==> src/rtl/zero_gate_pipe_pkg.sv <==
// Shared types and constants for the zero_gate_pipe detector.
package zero_gate_pkg;

  typedef enum logic [1:0] {
    RUN   = 2'd0,
    DRAIN = 2'd1,
    ACK   = 2'd2
  } state_e;

  typedef enum logic {
    MODE_INT   = 1'b0,
    MODE_FLOAT = 1'b1
  } mode_e;

  // Half-precision style exponent field location
  localparam int unsigned FP_EXP_LO = 10;
  localparam int unsigned FP_EXP_HI = 14;

endpackage

==> src/rtl/zero_gate_pipe_if.sv <==
// Beat handshake bundle: input side (i_*/o_ready) and output side (o_*/i_ready).
interface zero_gate_pipe_if #(
  parameter int unsigned IA_W    = 16,
  parameter int unsigned IB_W    = 16,
  parameter int unsigned N_LANES = 4
);

  logic                      i_valid;
  logic                      o_ready;
  logic [N_LANES*IA_W-1:0]   i_a;
  logic [N_LANES*IB_W-1:0]   i_b;
  logic                      o_valid;
  logic                      i_ready;
  logic [N_LANES*IA_W-1:0]   o_a;
  logic [N_LANES*IB_W-1:0]   o_b;
  logic [N_LANES-1:0]        o_zero_det;

  // Detector side
  modport slave (
    input  i_valid, i_a, i_b, i_ready,
    output o_ready, o_valid, o_a, o_b, o_zero_det
  );

  // Producer/consumer side
  modport master (
    output i_valid, i_a, i_b, i_ready,
    input  o_ready, o_valid, o_a, o_b, o_zero_det
  );

endinterface

==> src/rtl/zero_gate_pipe_zero_det_lane.sv <==
// Combinational zero/negligence detector for one activation/weight pair.
module zero_det_lane
  import zero_gate_pkg::*;
#(
  parameter int unsigned IA_W   = 16,
  parameter int unsigned IB_W   = 16,
  parameter int unsigned TH_W   = 2,
  parameter int unsigned EXP_LO = FP_EXP_LO,
  parameter int unsigned EXP_HI = FP_EXP_HI
) (
  input  logic [IA_W-1:0] a,
  input  logic [IB_W-1:0] b,
  input  logic [TH_W-1:0] thres,
  input  mode_e           mode,
  output logic            det
);

  logic [IA_W-1:0]          a_hi, a_inv_hi;
  logic [IB_W-1:0]          b_hi, b_inv_hi;
  logic [EXP_HI-EXP_LO:0]   exp_a_hi, exp_b_hi;
  logic                     neg_a, neg_b;

  // Shifting right by t leaves only the bits [W-1:t] / [EXP_HI:EXP_LO+t];
  // an empty exponent field shifts to zero, which reads as negligible.
  always_comb begin
    a_hi     = a >> thres;
    a_inv_hi = (~a) >> thres;
    b_hi     = b >> thres;
    b_inv_hi = (~b) >> thres;
    exp_a_hi = a[EXP_HI:EXP_LO] >> thres;
    exp_b_hi = b[EXP_HI:EXP_LO] >> thres;
    neg_a    = 1'b0;
    neg_b    = 1'b0;
    if (thres != '0) begin
      if (mode == MODE_INT) begin
        neg_a = (a_hi == '0) || (a_inv_hi == '0);
        neg_b = (b_hi == '0) || (b_inv_hi == '0);
      end else begin
        neg_a = (exp_a_hi == '0);
        neg_b = (exp_b_hi == '0);
      end
    end
  end

  assign det = (a == '0) || (b == '0) || (neg_a && neg_b);

endmodule

==> src/rtl/zero_gate_pipe.sv <==
// Multi-lane pipelined zero/negligence gate with drained config changes and
// saturating gate statistics.
module zero_gate_pipe
  import zero_gate_pkg::*;
#(
  parameter int unsigned IA_W    = 16,
  parameter int unsigned IB_W    = 16,
  parameter int unsigned TH_W    = 2,
  parameter int unsigned N_LANES = 4,
  parameter int unsigned CNT_W   = 32,
  parameter int unsigned EXP_LO  = FP_EXP_LO,
  parameter int unsigned EXP_HI  = FP_EXP_HI
) (
  input  logic              i_clk,
  input  logic              i_rstn,
  zero_gate_pipe_if.slave   bus,
  input  logic              i_cfg_req,
  input  logic [TH_W-1:0]   i_cfg_thres,
  input  logic              i_cfg_mode,
  output logic              o_cfg_ack,
  input  logic              i_cnt_clr,
  output logic [CNT_W-1:0]  o_skip_cnt,
  output logic [CNT_W-1:0]  o_total_cnt
);

  state_e                   state, state_nxt;
  logic [TH_W-1:0]          thres_q;
  mode_e                    mode_q;
  logic                     ready, ack, cfg_load;
  logic                     take, give;
  logic                     valid_q;
  logic [N_LANES*IA_W-1:0]  a_q;
  logic [N_LANES*IB_W-1:0]  b_q;
  logic [N_LANES-1:0]       det_q, det_vec;
  logic [CNT_W-1:0]         skip_q, total_q;
  logic [CNT_W:0]           pop, skip_sum, total_sum;

  for (genvar k = 0; k < N_LANES; k++) begin : g_lane
    zero_det_lane #(
      .IA_W   (IA_W),
      .IB_W   (IB_W),
      .TH_W   (TH_W),
      .EXP_LO (EXP_LO),
      .EXP_HI (EXP_HI)
    ) u_lane (
      .a     (bus.i_a[k*IA_W +: IA_W]),
      .b     (bus.i_b[k*IB_W +: IB_W]),
      .thres (thres_q),
      .mode  (mode_q),
      .det   (det_vec[k])
    );
  end

  assign take = bus.i_valid && ready;
  assign give = valid_q && bus.i_ready;

  // Next state, input ready and config-latch strobe
  always_comb begin
    state_nxt = state;
    ready     = 1'b0;
    ack       = 1'b0;
    cfg_load  = 1'b0;
    case (state)
      RUN: begin
        ready = !valid_q || bus.i_ready;
        if (i_cfg_req) state_nxt = DRAIN;
      end
      DRAIN: begin
        if (!valid_q || bus.i_ready) begin
          cfg_load  = 1'b1;
          state_nxt = ACK;
        end
      end
      ACK: begin
        ack       = 1'b1;
        state_nxt = RUN;
      end
      default: state_nxt = RUN;
    endcase
  end

  // FSM state register
  always_ff @(posedge i_clk or negedge i_rstn) begin
    if (!i_rstn) state <= RUN;
    else         state <= state_nxt;
  end

  // Active threshold/mode, replaced only once the pipe is drained
  always_ff @(posedge i_clk or negedge i_rstn) begin
    if (!i_rstn) begin
      thres_q <= '0;
      mode_q  <= MODE_INT;
    end else if (cfg_load) begin
      thres_q <= i_cfg_thres;
      mode_q  <= mode_e'(i_cfg_mode);
    end
  end

  // Output register: load on accept, hold while stalled, empty on transfer
  always_ff @(posedge i_clk or negedge i_rstn) begin
    if (!i_rstn) begin
      valid_q <= 1'b0;
      a_q     <= '0;
      b_q     <= '0;
      det_q   <= '0;
    end else if (take) begin
      valid_q <= 1'b1;
      a_q     <= bus.i_a;
      b_q     <= bus.i_b;
      det_q   <= det_vec;
    end else if (give) begin
      valid_q <= 1'b0;
    end
  end

  // Counter increments with one spare carry bit for saturation detect
  always_comb begin
    pop = '0;
    for (int unsigned k = 0; k < N_LANES; k++) begin
      pop = pop + (CNT_W+1)'(det_q[k]);
    end
    skip_sum  = {1'b0, skip_q} + pop;
    total_sum = {1'b0, total_q} + (CNT_W+1)'(N_LANES);
  end

  // Saturating statistics; clear takes priority over a coincident transfer
  always_ff @(posedge i_clk or negedge i_rstn) begin
    if (!i_rstn) begin
      skip_q  <= '0;
      total_q <= '0;
    end else if (i_cnt_clr) begin
      skip_q  <= '0;
      total_q <= '0;
    end else if (give) begin
      skip_q  <= skip_sum[CNT_W]  ? '1 : skip_sum[CNT_W-1:0];
      total_q <= total_sum[CNT_W] ? '1 : total_sum[CNT_W-1:0];
    end
  end

  assign bus.o_ready    = ready;
  assign bus.o_valid    = valid_q;
  assign bus.o_a        = a_q;
  assign bus.o_b        = b_q;
  assign bus.o_zero_det = det_q;
  assign o_cfg_ack      = ack;
  assign o_skip_cnt     = skip_q;
  assign o_total_cnt    = total_q;

endmodule
==> src/flat_wrapper.sv <==
// flat-port wrapper written by rule: the top's interface ports become plain ports
module zero_gate_pipe_flat import zero_gate_pkg::*;
#(
  parameter int unsigned IA_W    = 16,
  parameter int unsigned IB_W    = 16,
  parameter int unsigned TH_W    = 2,
  parameter int unsigned N_LANES = 4,
  parameter int unsigned CNT_W   = 32,
  parameter int unsigned EXP_LO  = FP_EXP_LO,
  parameter int unsigned EXP_HI  = FP_EXP_HI
)
  (i_clk, i_rstn, i_cfg_req, i_cfg_thres, i_cfg_mode, o_cfg_ack, i_cnt_clr, o_skip_cnt, o_total_cnt, bus_i_valid, bus_i_a, bus_i_b, bus_i_ready, bus_o_ready, bus_o_valid, bus_o_a, bus_o_b, bus_o_zero_det);
  zero_gate_pipe_if #(.IA_W(IA_W), .IB_W(IB_W), .N_LANES(N_LANES)) bus_i ();
  input  logic i_clk;
  input  logic i_rstn;
  input  logic i_cfg_req;
  input  logic [TH_W-1:0] i_cfg_thres;
  input  logic i_cfg_mode;
  output logic o_cfg_ack;
  input  logic i_cnt_clr;
  output logic [CNT_W-1:0] o_skip_cnt;
  output logic [CNT_W-1:0] o_total_cnt;
  input wire logic [$bits(bus_i.i_valid)-1:0] bus_i_valid;
  input wire logic [$bits(bus_i.i_a)-1:0] bus_i_a;
  input wire logic [$bits(bus_i.i_b)-1:0] bus_i_b;
  input wire logic [$bits(bus_i.i_ready)-1:0] bus_i_ready;
  output wire logic [$bits(bus_i.o_ready)-1:0] bus_o_ready;
  output wire logic [$bits(bus_i.o_valid)-1:0] bus_o_valid;
  output wire logic [$bits(bus_i.o_a)-1:0] bus_o_a;
  output wire logic [$bits(bus_i.o_b)-1:0] bus_o_b;
  output wire logic [$bits(bus_i.o_zero_det)-1:0] bus_o_zero_det;
  assign bus_i.i_valid = bus_i_valid;
  assign bus_i.i_a = bus_i_a;
  assign bus_i.i_b = bus_i_b;
  assign bus_i.i_ready = bus_i_ready;
  assign bus_o_ready = bus_i.o_ready;
  assign bus_o_valid = bus_i.o_valid;
  assign bus_o_a = bus_i.o_a;
  assign bus_o_b = bus_i.o_b;
  assign bus_o_zero_det = bus_i.o_zero_det;
  zero_gate_pipe #(.IA_W(IA_W), .IB_W(IB_W), .TH_W(TH_W), .N_LANES(N_LANES), .CNT_W(CNT_W), .EXP_LO(EXP_LO), .EXP_HI(EXP_HI)) u_core (.i_clk(i_clk), .i_rstn(i_rstn), .bus(bus_i), .i_cfg_req(i_cfg_req), .i_cfg_thres(i_cfg_thres), .i_cfg_mode(i_cfg_mode), .o_cfg_ack(o_cfg_ack), .i_cnt_clr(i_cnt_clr), .o_skip_cnt(o_skip_cnt), .o_total_cnt(o_total_cnt));
endmodule
==> config.mk <==
export PLATFORM = sky130hd
export DESIGN_NAME = zero_gate_pipe_flat
export DESIGN_NICKNAME = d
export VERILOG_FILES = /design/src/rtl/zero_gate_pipe_pkg.sv /design/src/rtl/zero_gate_pipe_if.sv /design/src/rtl/zero_gate_pipe_zero_det_lane.sv /design/src/rtl/zero_gate_pipe.sv /design/src/flat_wrapper.sv
export SDC_FILE = /design/constraint.sdc
export NUM_CORES = 1
export LEC_CHECK = 0
export BUFFER_PORTS_ARGS = -buffer_cell sky130_fd_sc_hd__buf_2
export CORE_MARGIN = 8
export CORE_UTILIZATION = 55
export CTS_BUF_LIST = sky130_fd_sc_hd__clkbuf_8
export DETAILED_ROUTE_END_ITERATION = 10
export PLACE_DENSITY = 0.82
export SLEW_MARGIN = 30
export SYNTH_ARGS = -nofsm -noshare
export SYNTH_HDL_FRONTEND = slang
export SYNTH_SLANG_ARGS = --single-unit
==> constraint.sdc <==
create_clock -name i_clk -period 4 [get_ports i_clk]
set_input_delay 0.2 -clock i_clk [delete_from_list [all_inputs] [get_ports i_clk]]
set_output_delay 0.2 -clock i_clk [all_outputs]
set_load 0.005 [all_outputs]
# Yosys cells after proc, flatten, opt, wreduce, memory -nomap -nowiden
# Index checks and enable logic that the tools add are counted.
[classes] n_reduce_logical=61 bitwise=8 muxes=31 eq_ne=4 shifts=24 n_addsub=5
[ops] operator="$logic_not 16->1" n=24
[ops] operator="$shr 16x2->16" n=16
[ops] operator="$mux 32" n=6
[ops] operator="$not 16->16" n=8
[ops] operator="$add 33x1->33" n=2
[ops] operator="$logic_not 5->1" n=8
[ops] operator="$shr 5x2->5" n=8
[ops] operator="$add 32x3->33 const B" n=1
[ops] operator="$add 32x33->33" n=1
[ops] operator="$mux 1" n=22
[ops] operator="$logic_or 1x1->1" n=17
[ops] operator="$logic_and 1x1->1" n=6
[ops] operator="$reduce_bool 2->1" n=3
[ops] operator="$mux 2" n=2
[ops] operator="$pmux 2 s2" n=1
[ops] operator="$add 1x1->2" n=1
[ops] operator="$eq 2x1->1 const B" n=1
[ops] operator="$eq 2x2->1 const B" n=1
[ops] operator="$logic_not 2->1" n=1
[ops] operator="$ne 2x1->1 const B" n=1
[ops] operator="$ne 2x2->1 const B" n=1
[ops] operator="$reduce_and 2->1" n=1
[ops] operator="$logic_not 1->1" n=1
[word_totals] regBits=202 wordCells=142 in_bits=137 output_inout_bits=199

# Depth between registers and ports, before layout
[depth] word_depth=8 ltp_mapped=15

# Modules after synthesis
# From an unflattened synthesis, not the netlist that was laid out.
[unflattened] hier_cells=1157 hier_area_um2=12903.6
[by_module_without_submodules] module="zero_gate_pipe" seq_area_each_um2=5029.8 area_each_um2=8569.5 instances=1 cells_each=669
[by_module_without_submodules] module="zero_det_lane" seq_area_each_um2=0.0 area_each_um2=1083.5 instances=4 cells_each=122

# Worst setup path after synthesis
# Ideal clock, no wire load.
[synth_path] path_type="flip-flop to flip-flop" startpoint="register u_core.det_q[0], in the netlist u_core.bus.o_zero_det[0]" endpoint="register u_core.skip_q[11], in the netlist u_core.o_skip_cnt[11]" stages_incl_launch_ff=16 setup_time_ns=0.132 required_ns=3.868 t_arrival_ns=2.977 synth_period_minus_slack_ns=3.109 path_buffers=2 slack_ns=0.891 path_cell_list="dfrtp_1 ha_1 inv_1 fa_1 inv_1 ha_1 fa_1 a21o_1 nand4_1 or4_1 clkbuf_1 and2_1 buf_2 nand2_1 o22ai_1 nor2_1"
[synth_between] elab_chain_len=7
[synth_lines] item="start: declaration" line="zero_gate_pipe.sv:34" text="logic [N_LANES-1:0] det_q, det_vec;"
[synth_lines] item="start signal: assignment" line="zero_gate_pipe.sv:110" text="det_q <= det_vec;"
[synth_lines] item="$add 1x1->2" line="zero_gate_pipe.sv:120" text="pop = pop + (CNT_W+1)'(det_q[k]);"
[synth_lines] item="$add 33x1->33 (2 in a row)" line="zero_gate_pipe.sv:120"
[synth_lines] item="$add 32x33->33" line="zero_gate_pipe.sv:122" text="skip_sum = {1'b0, skip_q} + pop;"
[synth_lines] item="$mux 32" line="zero_gate_pipe.sv:135" text="skip_q <= skip_sum[CNT_W] ? '1 : skip_sum[CNT_W-1:0];"
[synth_lines] item="$mux 32" line="zero_gate_pipe.sv:134" text="end else if (give) begin"
[synth_lines] item="$mux 32" line="zero_gate_pipe.sv:131" text="end else if (i_cnt_clr) begin"
[synth_lines] item="end signal: assignment" line="zero_gate_pipe.sv:135"
[synth_lines] item="end: declaration" line="zero_gate_pipe.sv:35" text="logic [CNT_W-1:0] skip_q, total_q;"
# No other way between the ends. The select of a mux whose other input is x is not followed.
# A chain may end at the register's enable or synchronous reset.

# Worst setup path after layout
[layout_path] startpoint="register u_core.det_q[0], in the netlist u_core.bus.o_zero_det[0]" endpoint="register u_core.skip_q[19], in the netlist u_core.o_skip_cnt[19]"
# The elaborated chain is that of the path after synthesis.

==> flow_metrics.env <==
export IMPL_htree_levels=2
export IMPL_final_net_count=1731
export IMPL_r2r_end="u_core.o_skip_cnt[19]$_DFFE_PN0P_"
export IMPL_layout_worst_path_cycle_share_pct=85.6
export IMPL_worstSkewPairLatency_ns=0.52
export IMPL_final_hold_worst_slack_ns=0.0244
export IMPL_placeableCoreArea_sq_mm=0.0219
export IMPL_timing_critical_path_from_type="flip-flop"
export IMPL_wirelength_microns=40900
export IMPL_max_slew_worst_pin_slew_ns=0.874
export IMPL_yosys_register_bits=201
export IMPL_wl_met3_microns=4140
export IMPL_total_nets_after_synthesis=1340
export IMPL_initial_antenna_violation_count=3
export IMPL_setup_violations_final=0
export IMPL_holdCritStartpoint="bus_i_a[35]"
export IMPL_synthDominantAreaCellType="sky130_fd_sc_hd__dfrtp_1"
export IMPL_wl_per_cell_microns=21.7
export IMPL_final_max_slew_viol_count=0
export IMPL_fmax_mhz=292
export IMPL_timing_critical_path_arrival_ns=3.79
export IMPL_clock_slew_at_reported_path_ffs_ns=0.06
export IMPL_mostFrequentLayoutCell="sky130_fd_sc_hd__buf_2"
export IMPL_timing_final_hold_violations=0
export IMPL_power_ir_vdd_worst_uv=435
export IMPL_cts_tree="built"
export IMPL_power_leakage_nw=6.87
export IMPL_global_route_overflow_total=0
export IMPL_hold_path_depth=2
export IMPL_dpl_cell_count=1748
export IMPL_postRouteAntennaNets=0
export IMPL_initial_core_util_pct=56.2
export IMPL_grt_first_pass_wirelength_microns=64000
export IMPL_timing_critical_path_to_type="flip-flop"
export IMPL_met2WireLength_microns=20200
export IMPL_numPortBuffers=335
export IMPL_drc_errors=0
export IMPL_ys_warn_count=0
export IMPL_synth_edff_count=0
export IMPL_fraction_of_layout_cells_with_a_size_suffix_above_1_pct=36.3
export IMPL_netlist_area_leader_share_pct=40.9
export IMPL_hold_path_class="primary input to flip-flop"
export IMPL_maxUsedRoutingLayer="met5"
export IMPL_layout_area_overhead_vs_synth_pct=26.8
export IMPL_synth_ff_type="sky130_fd_sc_hd__dfrtp_1"
export IMPL_r2r_start="u_core.bus.o_zero_det[0]$_DFFE_PN0P_"
export IMPL_clock_tree_root_cell="sky130_fd_sc_hd__clkbuf_8"
export IMPL_cts_sinks=201
export IMPL_tritoncts_num_buffers=36
export IMPL_rsz_0062_raised_after_global_routing="no"
export IMPL_detailedRoute_firstPassIterationCount=5
export IMPL_synth_distinct_cells=72
export IMPL_setup_worst_path_class="flip-flop to flip-flop"
export IMPL_setup_tns_ns=0
export IMPL_m1WireLength_microns=15200
export IMPL_timing_critical_path_fanout_max=12
export IMPL_fp_dieW_microns=166
export IMPL_total_die_area_sq_mm=0.0274
export IMPL_placementRows=54
export IMPL_routability_driven_placement_congestion_ratio=0.945
export IMPL_synth_area_leaders="sky130_fd_sc_hd__dfrtp_1 41%, sky130_fd_sc_hd__mux2_2 13%, sky130_fd_sc_hd__mux4_2 4.8%"
export IMPL_grt_pass1_vias=12000
export IMPL_outcome="finished clean"
export IMPL_postCtsSetupBuffers=0
export IMPL_worst_r2r_setup_slack_ns=0.58
export IMPL_synth_seq_area_share_pct=40.9
export IMPL_postLayoutCellArea_sq_mm=0.0156
export IMPL_synthArstFlopShare_pct=100
export IMPL_worstRegToRegCells=13
export IMPL_fin_cells=1890
export IMPL_critical_path_required_ns=4.37
export IMPL_finalClockSkew_ns=0.0119
export IMPL_detail_route_iter0_violations=1170
export IMPL_ios=336
export IMPL_post_dp_cell_area_sq_mm=0.0141
export IMPL_total_power_mw=9.78
export IMPL_whs_endpoint="u_core.bus.o_a[35]$_DFFE_PN0P_"
export IMPL_synth_cells=1195
export IMPL_grt_max_degree=95
export IMPL_dieHeight_microns=166
export IMPL_netlist_area_sq_mm=0.0123
export IMPL_cell_pwr_density_mw_per_mm2=628
export IMPL_detailed_place_hpwl_microns=28000
export IMPL_most_frequent_cells_in_the_layout="334 x sky130_fd_sc_hd__buf_2, 199 x sky130_fd_sc_hd__dfrtp_1, 145 x sky130_fd_sc_hd__mux2_2"
export IMPL_grt_use_total_pct=29.1
export IMPL_normalized_max_slew_margin_pct=41.6
export IMPL_cts_root_to_sink_buffers=3
export IMPL_synth_area_per_cell_sq_um=10.3
export IMPL_post_drt_via_cell_ratio=6.34
export IMPL_timing_max_cap_violations=0
export IMPL_fillCellCount=1560
export IMPL_route_vias_total=12000
export IMPL_finalCriticalPeriod_ns=3.42
==> logic make-up after synthesis <==
| kind of cell | synth area share, % |
|---|---|
| simple gates | 18.0 |
| mux | 23.6 |
| compound gates | 10.9 |
| flops | 40.9 |
| buf+inv | 4.01 |
| xor+xnor | 1.64 |
| fa+ha+maj | 0.936 |
==> stage by stage <==
stage | util (%) | worst slack (ns)
floorplan | - | 0.891
global placement | 64.3 | 0.651
detailed placement | 64.3 | 0.587
CTS | 71.2 | 0.567
global route | 71.2 | 0.333
finish | 71.2 | 0.577
==> sequential cells by signal, summed over array words and instances, names as in the netlist <==
signal / count
u_core.bus.o_a: 64
u_core.bus.o_b: 64
u_core.bus.o_valid: 1
u_core.bus.o_zero_det: 4
u_core.mode_q: 1
u_core.o_skip_cnt: 32
u_core.o_total_cnt: 31
u_core.state: 2
u_core.thres_q: 2
==> synth_stat cells (12+ instances only) <==
cell / n
sky130_fd_sc_hd__nand3_1: 43
sky130_fd_sc_hd__o21ai_0: 71
sky130_fd_sc_hd__xnor2_1: 12
sky130_fd_sc_hd__nor4_1: 40
sky130_fd_sc_hd__nand2_1: 84
sky130_fd_sc_hd__a31oi_1: 13
sky130_fd_sc_hd__clkbuf_1: 36
sky130_fd_sc_hd__buf_2: 17
sky130_fd_sc_hd__and3_1: 18
sky130_fd_sc_hd__mux4_2: 26
sky130_fd_sc_hd__inv_1: 23
sky130_fd_sc_hd__mux2i_1: 50
sky130_fd_sc_hd__a21oi_1: 46
sky130_fd_sc_hd__dfrtp_1: 201
sky130_fd_sc_hd__a211oi_1: 13
sky130_fd_sc_hd__nor2_1: 84
sky130_fd_sc_hd__mux2_2: 145
sky130_fd_sc_hd__nand4_1: 37
sky130_fd_sc_hd__nor3_1: 36
==> how the worst max path moves through the flow <==
stage | start | to | cells past startpoint
2_1_floorplan | u_core.bus.o_zero_det[0]$_DFFE_PN0P_ | u_core.o_skip_cnt[11]$_DFFE_PN0P_ | 15
3_3_place_gp | u_core.bus.o_zero_det[0]$_DFFE_PN0P_ | u_core.o_skip_cnt[19]$_DFFE_PN0P_ | 13
3_5_place_dp | u_core.bus.o_zero_det[0]$_DFFE_PN0P_ | u_core.o_skip_cnt[19]$_DFFE_PN0P_ | 13
4_1_cts | u_core.bus.o_zero_det[0]$_DFFE_PN0P_ | u_core.o_skip_cnt[19]$_DFFE_PN0P_ | 13
5_1_grt | u_core.bus.o_zero_det[0]$_DFFE_PN0P_ | u_core.o_skip_cnt[19]$_DFFE_PN0P_ | 13
6_report | u_core.bus.o_zero_det[0]$_DFFE_PN0P_ | u_core.o_skip_cnt[19]$_DFFE_PN0P_ | 13
==> worst max-delay path: stages, from the launching register on <==
cell                      delay (ns)
sky130_fd_sc_hd__dfrtp_1        0.40
sky130_fd_sc_hd__ha_1           0.28
sky130_fd_sc_hd__inv_1          0.06
sky130_fd_sc_hd__fa_1           0.48
sky130_fd_sc_hd__inv_1          0.04
sky130_fd_sc_hd__ha_1           0.19
sky130_fd_sc_hd__fa_1           0.40
sky130_fd_sc_hd__a21o_1         0.23
sky130_fd_sc_hd__nand4_1        0.16
sky130_fd_sc_hd__or4_1          0.15
sky130_fd_sc_hd__and2_1         0.39
sky130_fd_sc_hd__nor2b_1        0.28
sky130_fd_sc_hd__nor2b_1        0.16
sky130_fd_sc_hd__nor3_1         0.05
==> area by class of cell <==
cell class / count / area, sq um / area share (%)
Tap cell: 280 / 350 / 2.25
Sequential cell: 201 / 5040 / 32.3
Clock inverter: 18 / 133 / 0.851
Antenna cell: 3 / 7.51 / 0.0482
Multi-Input combinational cell: 894 / 6770 / 43.5
Clock buffer: 41 / 564 / 3.62
Timing Repair Buffer: 430 / 2640 / 16.9
Inverter: 23 / 86.3 / 0.554
==> power by group <==
group,switching [mW],internal (mW)
clock,0.862,1.06
sequential,0.639,2.77
combinational,2.18,2.27
==> per-layer routing <==
metal	up-vias	global-route usage (%)
met5	-	0
met3	124	7.06
met4	2	11.0
met2	694	49.1
met1	5854	35.4
li1	5316	-
==> timing repair <==
item	4_1_cts	5_1_grt
hold buffers	80	0
endpoints found under the hold margin	170	0
gates resized for setup	0	0
No activity file was read; power rests on OpenSTA's default activity.
